==> config.mk <==
export PLATFORM = sky130hd
export DESIGN_NAME = issueq_int
export DESIGN_NICKNAME = d
export VERILOG_FILES = /design/src/rtl/issueq_int_pkg.sv /design/src/rtl/issueq_int_entry.sv /design/src/rtl/issueq_int.sv
export SDC_FILE = /design/constraint.sdc
export NUM_CORES = 1
export LEC_CHECK = 0
export BUFFER_PORTS_ARGS = -buffer_cell sky130_fd_sc_hd__buf_2
export CAP_MARGIN = 10
export CORE_MARGIN = 2
export CORE_UTILIZATION = 40
export CTS_CLUSTER_DIAMETER = 40
export DETAILED_ROUTE_END_ITERATION = 10
export PLACE_DENSITY_LB_ADDON = 0.05
export SYNTH_ARGS = -nofsm -noshare
export SYNTH_HDL_FRONTEND = slang
export SYNTH_HIERARCHICAL = 1
export SYNTH_SLANG_ARGS = --single-unit
==> constraint.sdc <==
create_clock -name clk -period 4.95 [get_ports clk]
set_input_delay 0.2475 -clock clk [delete_from_list [all_inputs] [get_ports clk]]
set_output_delay 0.2475 -clock clk [all_outputs]
set_load 0.05 [all_outputs]
==> src/rtl/issueq_int_pkg.sv <==
// Shared definitions for the integer issue queue: default geometry and the
// per-slot update selector driven by the queue controller.
package issueq_int_pkg;

  localparam int IQ_DEPTH   = 4;
  localparam int TAG_WIDTH  = 6;
  localparam int DATA_WIDTH = 32;
  localparam int OPW        = 6;

  // What a slot loads at the next edge before CDB wakeup is applied.
  typedef enum logic [1:0] {
    ENT_HOLD  = 2'd0,
    ENT_SHIFT = 2'd1,
    ENT_LOAD  = 2'd2,
    ENT_CLEAR = 2'd3
  } ent_sel_e;

endpackage

==> src/rtl/issueq_int_entry.sv <==
// One issue-queue slot: holds an op and its operands, and snoops the CDB on
// whatever value it is about to store (held, shifted-in or dispatched).
module issueq_entry
  import issueq_int_pkg::*;
#(
  parameter int TAGW  = TAG_WIDTH,
  parameter int DATAW = DATA_WIDTH
) (
  input  logic             clk_i,
  input  logic             rst_ni,
  input  ent_sel_e         sel_i,
  input  logic             sh_valid_i,
  input  logic [OPW-1:0]   sh_opcode_i,
  input  logic [DATAW-1:0] sh_rsdata_i,
  input  logic [TAGW-1:0]  sh_rstag_i,
  input  logic             sh_rsvalid_i,
  input  logic [DATAW-1:0] sh_rtdata_i,
  input  logic [TAGW-1:0]  sh_rttag_i,
  input  logic             sh_rtvalid_i,
  input  logic [TAGW-1:0]  sh_rdtag_i,
  input  logic [OPW-1:0]   d_opcode_i,
  input  logic [DATAW-1:0] d_rsdata_i,
  input  logic [TAGW-1:0]  d_rstag_i,
  input  logic             d_rsvalid_i,
  input  logic [DATAW-1:0] d_rtdata_i,
  input  logic [TAGW-1:0]  d_rttag_i,
  input  logic             d_rtvalid_i,
  input  logic [TAGW-1:0]  d_rdtag_i,
  input  logic             cdb_valid_i,
  input  logic [TAGW-1:0]  cdb_tag_i,
  input  logic [DATAW-1:0] cdb_data_i,
  output logic             valid_o,
  output logic [OPW-1:0]   opcode_o,
  output logic [DATAW-1:0] rsdata_o,
  output logic [TAGW-1:0]  rstag_o,
  output logic             rsvalid_o,
  output logic [DATAW-1:0] rtdata_o,
  output logic [TAGW-1:0]  rttag_o,
  output logic             rtvalid_o,
  output logic [TAGW-1:0]  rdtag_o,
  output logic             ready_o
);

  logic             valid_q,   valid_d;
  logic [OPW-1:0]   opcode_q,  opcode_d;
  logic [DATAW-1:0] rsdata_q,  rsdata_d;
  logic [TAGW-1:0]  rstag_q,   rstag_d;
  logic             rsvalid_q, rsvalid_d;
  logic [DATAW-1:0] rtdata_q,  rtdata_d;
  logic [TAGW-1:0]  rttag_q,   rttag_d;
  logic             rtvalid_q, rtvalid_d;
  logic [TAGW-1:0]  rdtag_q,   rdtag_d;

  always_comb begin
    valid_d   = valid_q;
    opcode_d  = opcode_q;
    rsdata_d  = rsdata_q;
    rstag_d   = rstag_q;
    rsvalid_d = rsvalid_q;
    rtdata_d  = rtdata_q;
    rttag_d   = rttag_q;
    rtvalid_d = rtvalid_q;
    rdtag_d   = rdtag_q;
    case (sel_i)
      ENT_SHIFT: begin
        valid_d   = sh_valid_i;
        opcode_d  = sh_opcode_i;
        rsdata_d  = sh_rsdata_i;
        rstag_d   = sh_rstag_i;
        rsvalid_d = sh_rsvalid_i;
        rtdata_d  = sh_rtdata_i;
        rttag_d   = sh_rttag_i;
        rtvalid_d = sh_rtvalid_i;
        rdtag_d   = sh_rdtag_i;
      end
      ENT_LOAD: begin
        valid_d   = 1'b1;
        opcode_d  = d_opcode_i;
        rsdata_d  = d_rsdata_i;
        rstag_d   = d_rstag_i;
        rsvalid_d = d_rsvalid_i;
        rtdata_d  = d_rtdata_i;
        rttag_d   = d_rttag_i;
        rtvalid_d = d_rtvalid_i;
        rdtag_d   = d_rdtag_i;
      end
      ENT_CLEAR: valid_d = 1'b0;
      default: ;
    endcase
    // Wakeup lands on the value being stored, so a shift or dispatch never loses it.
    if (cdb_valid_i && valid_d && !rsvalid_d && (rstag_d == cdb_tag_i)) begin
      rsvalid_d = 1'b1;
      rsdata_d  = cdb_data_i;
    end
    if (cdb_valid_i && valid_d && !rtvalid_d && (rttag_d == cdb_tag_i)) begin
      rtvalid_d = 1'b1;
      rtdata_d  = cdb_data_i;
    end
  end

  always_ff @(posedge clk_i or negedge rst_ni) begin
    if (!rst_ni) begin
      valid_q   <= 1'b0;
      opcode_q  <= '0;
      rsdata_q  <= '0;
      rstag_q   <= '0;
      rsvalid_q <= 1'b0;
      rtdata_q  <= '0;
      rttag_q   <= '0;
      rtvalid_q <= 1'b0;
      rdtag_q   <= '0;
    end else begin
      valid_q   <= valid_d;
      opcode_q  <= opcode_d;
      rsdata_q  <= rsdata_d;
      rstag_q   <= rstag_d;
      rsvalid_q <= rsvalid_d;
      rtdata_q  <= rtdata_d;
      rttag_q   <= rttag_d;
      rtvalid_q <= rtvalid_d;
      rdtag_q   <= rdtag_d;
    end
  end

  assign valid_o   = valid_q;
  assign opcode_o  = opcode_q;
  assign rsdata_o  = rsdata_q;
  assign rstag_o   = rstag_q;
  assign rsvalid_o = rsvalid_q;
  assign rtdata_o  = rtdata_q;
  assign rttag_o   = rttag_q;
  assign rtvalid_o = rtvalid_q;
  assign rdtag_o   = rdtag_q;
  assign ready_o   = valid_q & rsvalid_q & rtvalid_q;

endmodule

==> src/rtl/issueq_int.sv <==
// Integer issue queue: collapsing age-ordered slots, oldest-ready select and
// registered issue bundle toward the integer execution unit.
module issueq_int
  import issueq_int_pkg::*;
#(
  parameter int DEPTH = IQ_DEPTH,
  parameter int TAGW  = TAG_WIDTH,
  parameter int DATAW = DATA_WIDTH
) (
  input  logic             clk,
  input  logic             reset,
  input  logic             flush,
  input  logic             dispatch_valid,
  input  logic [OPW-1:0]   dispatch_opcode,
  input  logic [DATAW-1:0] dispatch_rsdata,
  input  logic [TAGW-1:0]  dispatch_rstag,
  input  logic             dispatch_rsvalid,
  input  logic [DATAW-1:0] dispatch_rtdata,
  input  logic [TAGW-1:0]  dispatch_rttag,
  input  logic             dispatch_rtvalid,
  input  logic [TAGW-1:0]  dispatch_rdtag,
  output logic             iq_full,
  input  logic             cdb_valid,
  input  logic [TAGW-1:0]  cdb_tag,
  input  logic [DATAW-1:0] cdb_data,
  output logic             issue_request,
  input  logic             issue_grant,
  output logic             issueint_ready,
  output logic [OPW-1:0]   issueint_opcode,
  output logic [DATAW-1:0] issueint_rsdata,
  output logic [DATAW-1:0] issueint_rtdata,
  output logic [TAGW-1:0]  issueint_rdtag
);

  localparam int IDXW = (DEPTH > 1) ? $clog2(DEPTH) : 1;
  localparam int CNTW = $clog2(DEPTH + 1);

  // Slot arrays carry one extra, always-empty element so the top slot shifts in zeros.
  logic             e_valid   [DEPTH+1];
  logic [OPW-1:0]   e_opcode  [DEPTH+1];
  logic [DATAW-1:0] e_rsdata  [DEPTH+1];
  logic [TAGW-1:0]  e_rstag   [DEPTH+1];
  logic             e_rsvalid [DEPTH+1];
  logic [DATAW-1:0] e_rtdata  [DEPTH+1];
  logic [TAGW-1:0]  e_rttag   [DEPTH+1];
  logic             e_rtvalid [DEPTH+1];
  logic [TAGW-1:0]  e_rdtag   [DEPTH+1];
  logic             e_ready   [DEPTH];
  ent_sel_e         slot_sel  [DEPTH];

  logic [CNTW-1:0]  count_q, count_d;
  logic [CNTW-1:0]  wr_idx;
  logic [IDXW-1:0]  sel_idx;
  logic             any_ready;
  logic             do_issue;
  logic             do_dispatch;

  assign e_valid[DEPTH]   = 1'b0;
  assign e_opcode[DEPTH]  = '0;
  assign e_rsdata[DEPTH]  = '0;
  assign e_rstag[DEPTH]   = '0;
  assign e_rsvalid[DEPTH] = 1'b0;
  assign e_rtdata[DEPTH]  = '0;
  assign e_rttag[DEPTH]   = '0;
  assign e_rtvalid[DEPTH] = 1'b0;
  assign e_rdtag[DEPTH]   = '0;

  always_comb begin
    any_ready = 1'b0;
    sel_idx   = '0;
    for (int i = DEPTH - 1; i >= 0; i--) begin
      if (e_ready[i]) begin
        any_ready = 1'b1;
        sel_idx   = IDXW'(i);
      end
    end
  end

  // issue_request is a pure function of stored state; an issue happens on any
  // edge where issue_request and issue_grant are both high (and no flush).
  assign issue_request = any_ready;
  assign iq_full       = (count_q == CNTW'(DEPTH));
  assign do_issue      = any_ready & issue_grant & ~flush;
  assign do_dispatch   = dispatch_valid & ~iq_full & ~flush;
  assign wr_idx        = do_issue ? (count_q - 1'b1) : count_q;

  always_comb begin
    for (int i = 0; i < DEPTH; i++) begin
      slot_sel[i] = ENT_HOLD;
      if (flush) begin
        slot_sel[i] = ENT_CLEAR;
      end else if (do_dispatch && (wr_idx == CNTW'(i))) begin
        slot_sel[i] = ENT_LOAD;
      end else if (do_issue && (i >= int'(sel_idx))) begin
        slot_sel[i] = (i == DEPTH - 1) ? ENT_CLEAR : ENT_SHIFT;
      end
    end
  end

  always_comb begin
    count_d = count_q;
    if (flush) begin
      count_d = '0;
    end else if (do_dispatch && !do_issue) begin
      count_d = count_q + 1'b1;
    end else if (!do_dispatch && do_issue) begin
      count_d = count_q - 1'b1;
    end
  end

  always_ff @(posedge clk or negedge reset) begin
    if (!reset) begin
      count_q         <= '0;
      issueint_ready  <= 1'b0;
      issueint_opcode <= '0;
      issueint_rsdata <= '0;
      issueint_rtdata <= '0;
      issueint_rdtag  <= '0;
    end else begin
      count_q        <= count_d;
      issueint_ready <= do_issue;
      if (do_issue) begin
        issueint_opcode <= e_opcode[sel_idx];
        issueint_rsdata <= e_rsdata[sel_idx];
        issueint_rtdata <= e_rtdata[sel_idx];
        issueint_rdtag  <= e_rdtag[sel_idx];
      end
    end
  end

  for (genvar g = 0; g < DEPTH; g++) begin : g_slot
    issueq_entry #(.TAGW(TAGW), .DATAW(DATAW)) u_entry (
      .clk_i        (clk),
      .rst_ni       (reset),
      .sel_i        (slot_sel[g]),
      .sh_valid_i   (e_valid[g+1]),
      .sh_opcode_i  (e_opcode[g+1]),
      .sh_rsdata_i  (e_rsdata[g+1]),
      .sh_rstag_i   (e_rstag[g+1]),
      .sh_rsvalid_i (e_rsvalid[g+1]),
      .sh_rtdata_i  (e_rtdata[g+1]),
      .sh_rttag_i   (e_rttag[g+1]),
      .sh_rtvalid_i (e_rtvalid[g+1]),
      .sh_rdtag_i   (e_rdtag[g+1]),
      .d_opcode_i   (dispatch_opcode),
      .d_rsdata_i   (dispatch_rsdata),
      .d_rstag_i    (dispatch_rstag),
      .d_rsvalid_i  (dispatch_rsvalid),
      .d_rtdata_i   (dispatch_rtdata),
      .d_rttag_i    (dispatch_rttag),
      .d_rtvalid_i  (dispatch_rtvalid),
      .d_rdtag_i    (dispatch_rdtag),
      .cdb_valid_i  (cdb_valid),
      .cdb_tag_i    (cdb_tag),
      .cdb_data_i   (cdb_data),
      .valid_o      (e_valid[g]),
      .opcode_o     (e_opcode[g]),
      .rsdata_o     (e_rsdata[g]),
      .rstag_o      (e_rstag[g]),
      .rsvalid_o    (e_rsvalid[g]),
      .rtdata_o     (e_rtdata[g]),
      .rttag_o      (e_rttag[g]),
      .rtvalid_o    (e_rtvalid[g]),
      .rdtag_o      (e_rdtag[g]),
      .ready_o      (e_ready[g])
    );
  end

endmodule

==> flow_summary.json, run 1 <==
{
  "cts_resized": 0,
  "yosysUniqueCellTypes": 53,
  "min_period_ns": 4.540,
  "clockBufferDepth": 3,
  "num-fill-cells": 6352,
  "clkLatencyLatePin_ns": 0.65,
  "grt_setup_unrepaired": "false",
  "syn_area_mm2": 0.02755,
  "max_clock_freq_mhz": 220.3,
  "dpl.cell_count": 3715,
  "viasPerCell": 5.393,
  "start_util_pct": 40.31,
  "critPathSlowestCell": "a2111oi_4",
  "finalPower_mw": 17.68,
  "avgSynthCellArea_um2": 10.19,
  "critPathKind": "register to register",
  "cp.required_ns": 5.46,
  "first_global_vias": 21990,
  "seqPwrFrac_pct": 32.2,
  "critPathLaunchType": "register",
  "drive_above_1_share_pct": 23.82,
  "fp.dieH_um": 266.4,
  "synthToLayoutAreaGrowth_pct": 21.90,
  "critical_path.max_stage_delay_ns": 0.70,
  "hold_viol": 0,
  "drc_errors": 0,
  "drt-initial-drc-count": 1389,
  "p_sw_share_pct": 34.38,
  "antenna_left": 0,
  "status": "finished clean",
  "num_vias": 21380,
  "setup_viol": 0,
  "p_int_mw": 11.60,
  "finalSetupTns_ns": 0,
  "clk_pin_slew_worst_paths_ns": 0.04,
  "yosys_most_used_dff": "dfrtp_1",
  "grt_pass1_wl_mm": 135.0,
  "wl_per_cell_um": 22.28,
  "power_density_mw_per_mm2": 526.3,
  "cp.buffers_inverters": 3,
  "hp-class": "input pin to register",
  "ys_seq_area_share_pct": 40.33,
  "stdcell_count": 3964,
  "min_period_over_period_pct": 91.71,
  "synth-edff-count": 0,
  "firstDrtPassIters": 5,
  "nNetsFinal": 3144,
  "crit_family": "compound AO/OA/AOI/OAI gates",
  "ios": 213,
  "die_area_mm2": 0.07099,
  "portBuffers": 212,
  "chipWidth_um": 266.4,
  "path_cells": "and3_4 > nor4_4 > inv_2 > nand2b_4 > o41ai_1 > a21o_1 > inv_1 > ha_2 > mux2i_1 > o2111ai_1 > a2111oi_4 > buf_12 > mux2_2",
  "async_flop_share_pct": 100.0,
  "p_switching_mw": 6.076,
  "cp-end-kind": "register",
  "gp_congestion": 0.7847,
  "crit_path_max_fanout": 27,
  "final_cell_mix": "dfrtp_1, mux2i_1, nand2_1",
  "antenna_found_initial": 4,
  "track_usage_pct": 24.74,
  "routed_wl_mm": 88.30,
  "maxCapViolCount": 0,
  "cts_max_level": 3,
  "cts_buffers": 102,
  "yosys_warnings": 6,
  "p_clk_share_pct": 39.1,
  "ir_drop_mv": 0.3933,
  "slew_violations": 0,
  "rrSetupSlack_ns": 0.41,
  "maxSlewHeadroom_pct": 28.14,
  "core_area_mm2": 0.06835,
  "rows": 96,
  "worst_pin_slew_ns": 1.078,
  "clock_sinks": 444,
  "worstPathArrival_ns": 5.05,
  "cts_tree": "done",
  "root_buffer": "clkbuf_16",
  "grt-ovfl-total": 0,
  "place_hpwl_mm": 53.13,
  "skew_ns": 0.02687,
  "ys_ff_latch": 444,
  "layout_commonest_cell": "dfrtp_1",
  "grt_max_degree": 144,
  "p_comb_share_pct": 28.7,
  "netlist_instances": 2703,
  "p_leak_nw": 14.45
}
==> cell usage after synthesis, drive strengths merged, types with 5 or more instances <==
cell type / count / area share, %
a21oi: 261 / 4.8
a22oi: 52 / 1.8
a31oi: 8 / 0.18
and3: 5 / 0.11
buf: 121 / 3.3
clkbuf: 98 / 1.3
dfrtp: 444 / 40
ha: 15 / 0.68
inv: 17 / 0.23
mux2: 257 / 14
mux2i: 384 / 14
nand2: 344 / 4.7
nand2b: 11 / 0.28
nand3: 5 / 0.091
nand3b: 76 / 2.1
nor2: 109 / 1.5
nor2b: 6 / 0.14
nor3: 12 / 0.22
nor4: 6 / 0.19
o21ai: 338 / 6.1
xor2: 85 / 2.7
==> layout make-up <==
cell class / instances / area, µm² / area share, %
clock inverter: 55 / 668.1 / 1.989
clock buffer: 135 / 2888 / 8.599
antenna: 1 / 2.502 / 0.007451
sequential: 444 / 11110 / 33.08
multi-input combinational: 2113 / 15590 / 46.43
timing repair buffer: 317 / 2155 / 6.416
tap: 882 / 1104 / 3.286
inverter: 17 / 63.81 / 0.1900
==> power groups by stage <==
stage          clock [mW]  sequential, mW  combinational [mW]
3_5_place_dp            0            5.73                5.05
3_3_place_gp            0            5.72                4.95
5_1_grt              7.21            5.84                5.52
4_1_cts              7.03            5.70                5.10
2_1_floorplan           0            6.36                3.00
6_report             6.91            5.69                5.07
==> final timing paths <==
path	from	cells past startpoint	endpoint
setup / recovery	g_slot[1].u_entry/rtvalid_o	13	g_slot[2].u_entry/rsdata_o[16]
hold / removal	dispatch_rsdata[2]	4	g_slot[3].u_entry/rsdata_o[2]
setup reg to reg	g_slot[1].u_entry/rtvalid_o	13	g_slot[2].u_entry/rsdata_o[16]
hold reg to reg	issueint_rsdata[17]	2	issueint_rsdata[17]
max in group asynchronous	reset	3	g_slot[2].u_entry/rtdata_o[25]
min in group asynchronous	reset	2	g_slot[3].u_entry/rtdata_o[17]
==> metal layers <==
| metal | wire length (µm) | track usage, % | part of all wire (%) | up-vias |
|---|---|---|---|---|
| met5 | 41 | 0 | 0.046 | - |
| met4 | 2302 | 7.577 | 2.6 | 6 |
| met3 | 3281 | 3.690 | 3.7 | 130 |
| met2 | 43700 | 42.81 | 49 | 482 |
| met1 | 38980 | 31.83 | 44 | 10630 |
| li1 | - | - | - | 10130 |
==> kinds of logic after synthesis <==
kind of cell | Yosys count | share of synthesized area [%]
buffers and inverters | 236 | 4.837
AOI/OAI and AO/OA | 694 | 14.17
other | 1 | 0.01361
muxes | 641 | 27.62
DFF | 444 | 40.33
and+or+nand+nor | 585 | 9.583
adders and majority gates | 15 | 0.6812
xor gates and xnor gates | 87 | 2.766
==> sequential cells by signal, summed over array words and instances (netlist names) <==
signal	cells
count_q	3
g_slot.u_entry/opcode_o	24
g_slot.u_entry/rdtag_o	24
g_slot.u_entry/rsdata_o	128
g_slot.u_entry/rstag_o	24
g_slot.u_entry/rsvalid_o	4
g_slot.u_entry/rtdata_o	128
g_slot.u_entry/rttag_o	24
g_slot.u_entry/rtvalid_o	4
g_slot.u_entry/valid_o	4
issueint_opcode	6
issueint_rdtag	6
issueint_ready	1
issueint_rsdata	32
issueint_rtdata	32
==> metrics by stage <==
step	setup slack (ns)	utilization [%]	area, µm²	hold slack (ns)
2_1_floorplan	1.077	-	27890	-0.04809
3_3_place_gp	0.4259	43.08	29440	0.3333
3_5_place_dp	0.3961	43.08	29440	0.3391
4_1_cts	0.3897	49.13	33580	0.00005024
5_1_grt	0.1321	49.14	33580	0.01583
6_report	0.4103	49.14	33580	0.02330
==> worst reg2reg max path: stages (launching register included) <==
cell and delay (ns):
dfrtp_1 0.36, and3_4 0.48, nor4_4 0.11, inv_2 0.09, nand2b_4 0.12, o41ai_1 0.42
a21o_1 0.25, inv_1 0.10, ha_2 0.63, mux2i_1 0.34, o2111ai_1 0.21, a2111oi_4 0.70
buf_12 0.25, mux2_2 0.36
==> timing repair <==
action,CTS,global route
hold buffers,58,0
endpoints found under the hold margin,258,0
buffers inserted,0,0
Note: power is estimated with default switching activity, not from simulation.
==> inputs of run 2 (changes only) <==
--- a/config.mk
+++ b/config.mk
@@ -6,9 +6,9 @@
 export NUM_CORES = 1
 export LEC_CHECK = 0
 export BUFFER_PORTS_ARGS = -buffer_cell sky130_fd_sc_hd__buf_2
-export CAP_MARGIN = 10
+export CAP_MARGIN = 20
 export CORE_MARGIN = 2
-export CORE_UTILIZATION = 40
+export CORE_UTILIZATION = 60
 export CTS_CLUSTER_DIAMETER = 40
 export DETAILED_ROUTE_END_ITERATION = 10
 export PLACE_DENSITY_LB_ADDON = 0.05
==> flow_summary.json, run 2 (synthesis results as in run 1) <==
{
  "finalSetupTns_ns": 0,
  "grt_pass1_wl_mm": 127.3,
  "startpoint": "g_slot[2].u_entry/rtvalid_o",
  "wl_per_cell_um": 22.62,
  "skew_ns": 0.01595,
  "path_cells": "and3_1 > nor4_4 > inv_2 > nand2b_4 > inv_1 > and3_1 > a21oi_1 > inv_1 > ha_2 > nor2_1 > a211oi_1 > or4b_1 > a211o_2 > buf_4 > mux2_4",
  "grtUsageMet2_pct": 57.38,
  "clkLatencyLatePin_ns": 0.61,
  "reg2reg_depth": 15,
  "power_density_mw_per_mm2": 511.2,
  "critPathSlowestCell": "or4b_1",
  "status": "finished clean",
  "first_global_vias": 22230,
  "r2r_end": "g_slot[0].u_entry/rtdata_o[19]",
  "cp.required_ns": 5.43,
  "min_period_ns": 4.726,
  "hold_path_depth": 3,
  "layout_commonest_cell": "dfrtp_1",
  "hold_viol": 0,
  "grt_util_met3_pct": 5.665,
  "stdcell_count": 3593,
  "maxCapViolCount": 0,
  "final_cell_mix": "dfrtp_1, mux2i_1, nand2_1",
  "met1_usage_pct": 43.96,
  "setup_viol": 0,
  "critical_path.max_stage_delay_ns": 0.51,
  "antenna_found_initial": 9,
  "chipWidth_um": 218.3,
  "place_hpwl_mm": 47.29,
  "start_util_pct": 60.71,
  "cp-end-kind": "register",
  "cts_max_level": 3,
  "antenna_left": 0,
  "num-fill-cells": 3430,
  "whs_endpoint": "g_slot[1].u_entry/rdtag_o[5]",
  "p_leak_nw": 13.81,
  "ios": 213,
  "drt-initial-drc-count": 1753,
  "worstReg2RegStart": "g_slot[2].u_entry/rtvalid_o",
  "gp_congestion": 0.8531,
  "cts_resized": 0,
  "ir_drop_mv": 0.4324,
  "p_switching_mw": 5.794,
  "track_usage_pct": 34.36,
  "routed_wl_mm": 81.27,
  "hp-class": "input pin to register",
  "rows": 78,
  "rrSetupSlack_ns": 0.22,
  "critPathKind": "register to register",
  "portBuffers": 212,
  "top_usage_layer": "met2",
  "min_period_over_period_pct": 95.47,
  "cts_buffers": 77,
  "slew_violations": 0,
  "cts_tree": "done",
  "viasPerCell": 6.046,
  "worst_pin_slew_ns": 1.190,
  "worstPathArrival_ns": 5.21,
  "die_area_mm2": 0.04765,
  "grt_max_degree": 139,
  "clk_pin_slew_worst_paths_ns": 0.05,
  "min_from": "dispatch_rdtag[5]",
  "drc_errors": 0,
  "p_sw_share_pct": 35.46,
  "fp.dieH_um": 218.3,
  "max_clock_freq_mhz": 211.6,
  "grt_setup_unrepaired": "false",
  "clockBufferDepth": 3,
  "firstDrtPassIters": 8,
  "grt-ovfl-total": 0,
  "seqPwrFrac_pct": 34.8,
  "dpl.cell_count": 3429,
  "nNetsFinal": 3075,
  "root_buffer": "clkbuf_16",
  "maxSlewHeadroom_pct": 20.68,
  "core_area_mm2": 0.04538,
  "p_int_mw": 10.55,
  "synthToLayoutAreaGrowth_pct": 16.04,
  "clock_sinks": 444,
  "p_clk_share_pct": 34.2,
  "num_vias": 21730,
  "critPathLaunchType": "register",
  "drive_above_1_share_pct": 22.86,
  "p_comb_share_pct": 31.0,
  "crit_path_max_fanout": 33
}
-- run 2: changes by cell type in the layout (fill, tap and decap cells not counted), moves of 3 or more --
cell           delta
dlygate4sd3_1    -41
clkbuf_16        -24
clkinv_2         -20
clkbuf_8         -12
clkinvlp_4        +5
diode_2           +4
clkinv_4          +3
-- run 2: timing repair --
action	CTS	global route
setup endpoints to repair	0	0
hold buffers	17	0
setup buffers	0	0
hold endpoints to repair	154	0
-- run 2: power groups by stage --
stage	Clock [mW]	Sequential [mW]	Combinational (mW)
final	5.59	5.68	5.07
after global routing	5.83	5.82	5.48
after CTS	5.65	5.67	5.06
after global placement	0	5.66	4.87
after detailed placement	0	5.70	5.02
after floorplan	0	6.36	3.00
-- run 2: metal layers --
| layer | vias to the layer above | wire [µm] |
|---|---|---|
| met5 | - | 57 |
| met4 | 10 | 3249 |
| met3 | 197 | 4603 |
| met2 | 750 | 39080 |
| met1 | 10800 | 34280 |
| li1 | 9967 | - |
-- run 2: stage by stage --
step	worst slack, ns	util (%)	cell area, µm²	hold slack (ns)	power [mW]
after floorplan	1.077	-	27890	-0.04809	9.359
after global placement	0.4303	63.94	29020	0.3390	10.53
after detailed placement	0.2997	63.98	29040	0.3535	10.72
after CTS	0.2516	70.36	31930	0.0004018	16.38
after global routing	0.03522	70.44	31970	0.01700	17.13
final	0.2243	70.44	31970	0.02122	16.34
-- run 2: worst max-delay path by stage --
| stage | end | slack, ns | depth (start not counted) |
|---|---|---|---|
| 6_report | g_slot[0].u_entry/rtdata_o[19] | 0.22 | 15 |
| 5_1_grt | g_slot[0].u_entry/rtdata_o[16] | 0.04 | 14 |
| 4_1_cts | g_slot[0].u_entry/rtdata_o[14] | 0.25 | 14 |
| 3_5_place_dp | g_slot[0].u_entry/rtdata_o[14] | 0.30 | 14 |
| 3_3_place_gp | g_slot[0].u_entry/rtdata_o[19] | 0.43 | 14 |
| 2_1_floorplan | g_slot[1].u_entry/rsdata_o[0] | 1.08 | 18 |
-- run 2: area by class of cell --
class                   count  area, µm²  area share, %
diodes                      5      12.51        0.03914
clock buffers              98       2118          6.626
inverters                  17      63.81         0.1996
multi-input cells        2113      15590          48.78
well taps                 600      750.7          2.348
clock inverters            43      603.1          1.886
flip-flops and latches    444      11110          34.76
repair buffers            273       1717          5.370
-- run 2: worst max-delay path, delay by kind of cell, from the launching register on --
| kind | cells | cell delay (ns) |
|---|---|---|
| buffers and inverters | 4 | 0.75 |
| and+or+nand+nor | 6 | 1.81 |
| muxes | 1 | 0.39 |
| AOI/OAI and AO/OA | 3 | 0.72 |
| adders and majority gates | 1 | 0.47 |
| DFF | 1 | 0.39 |
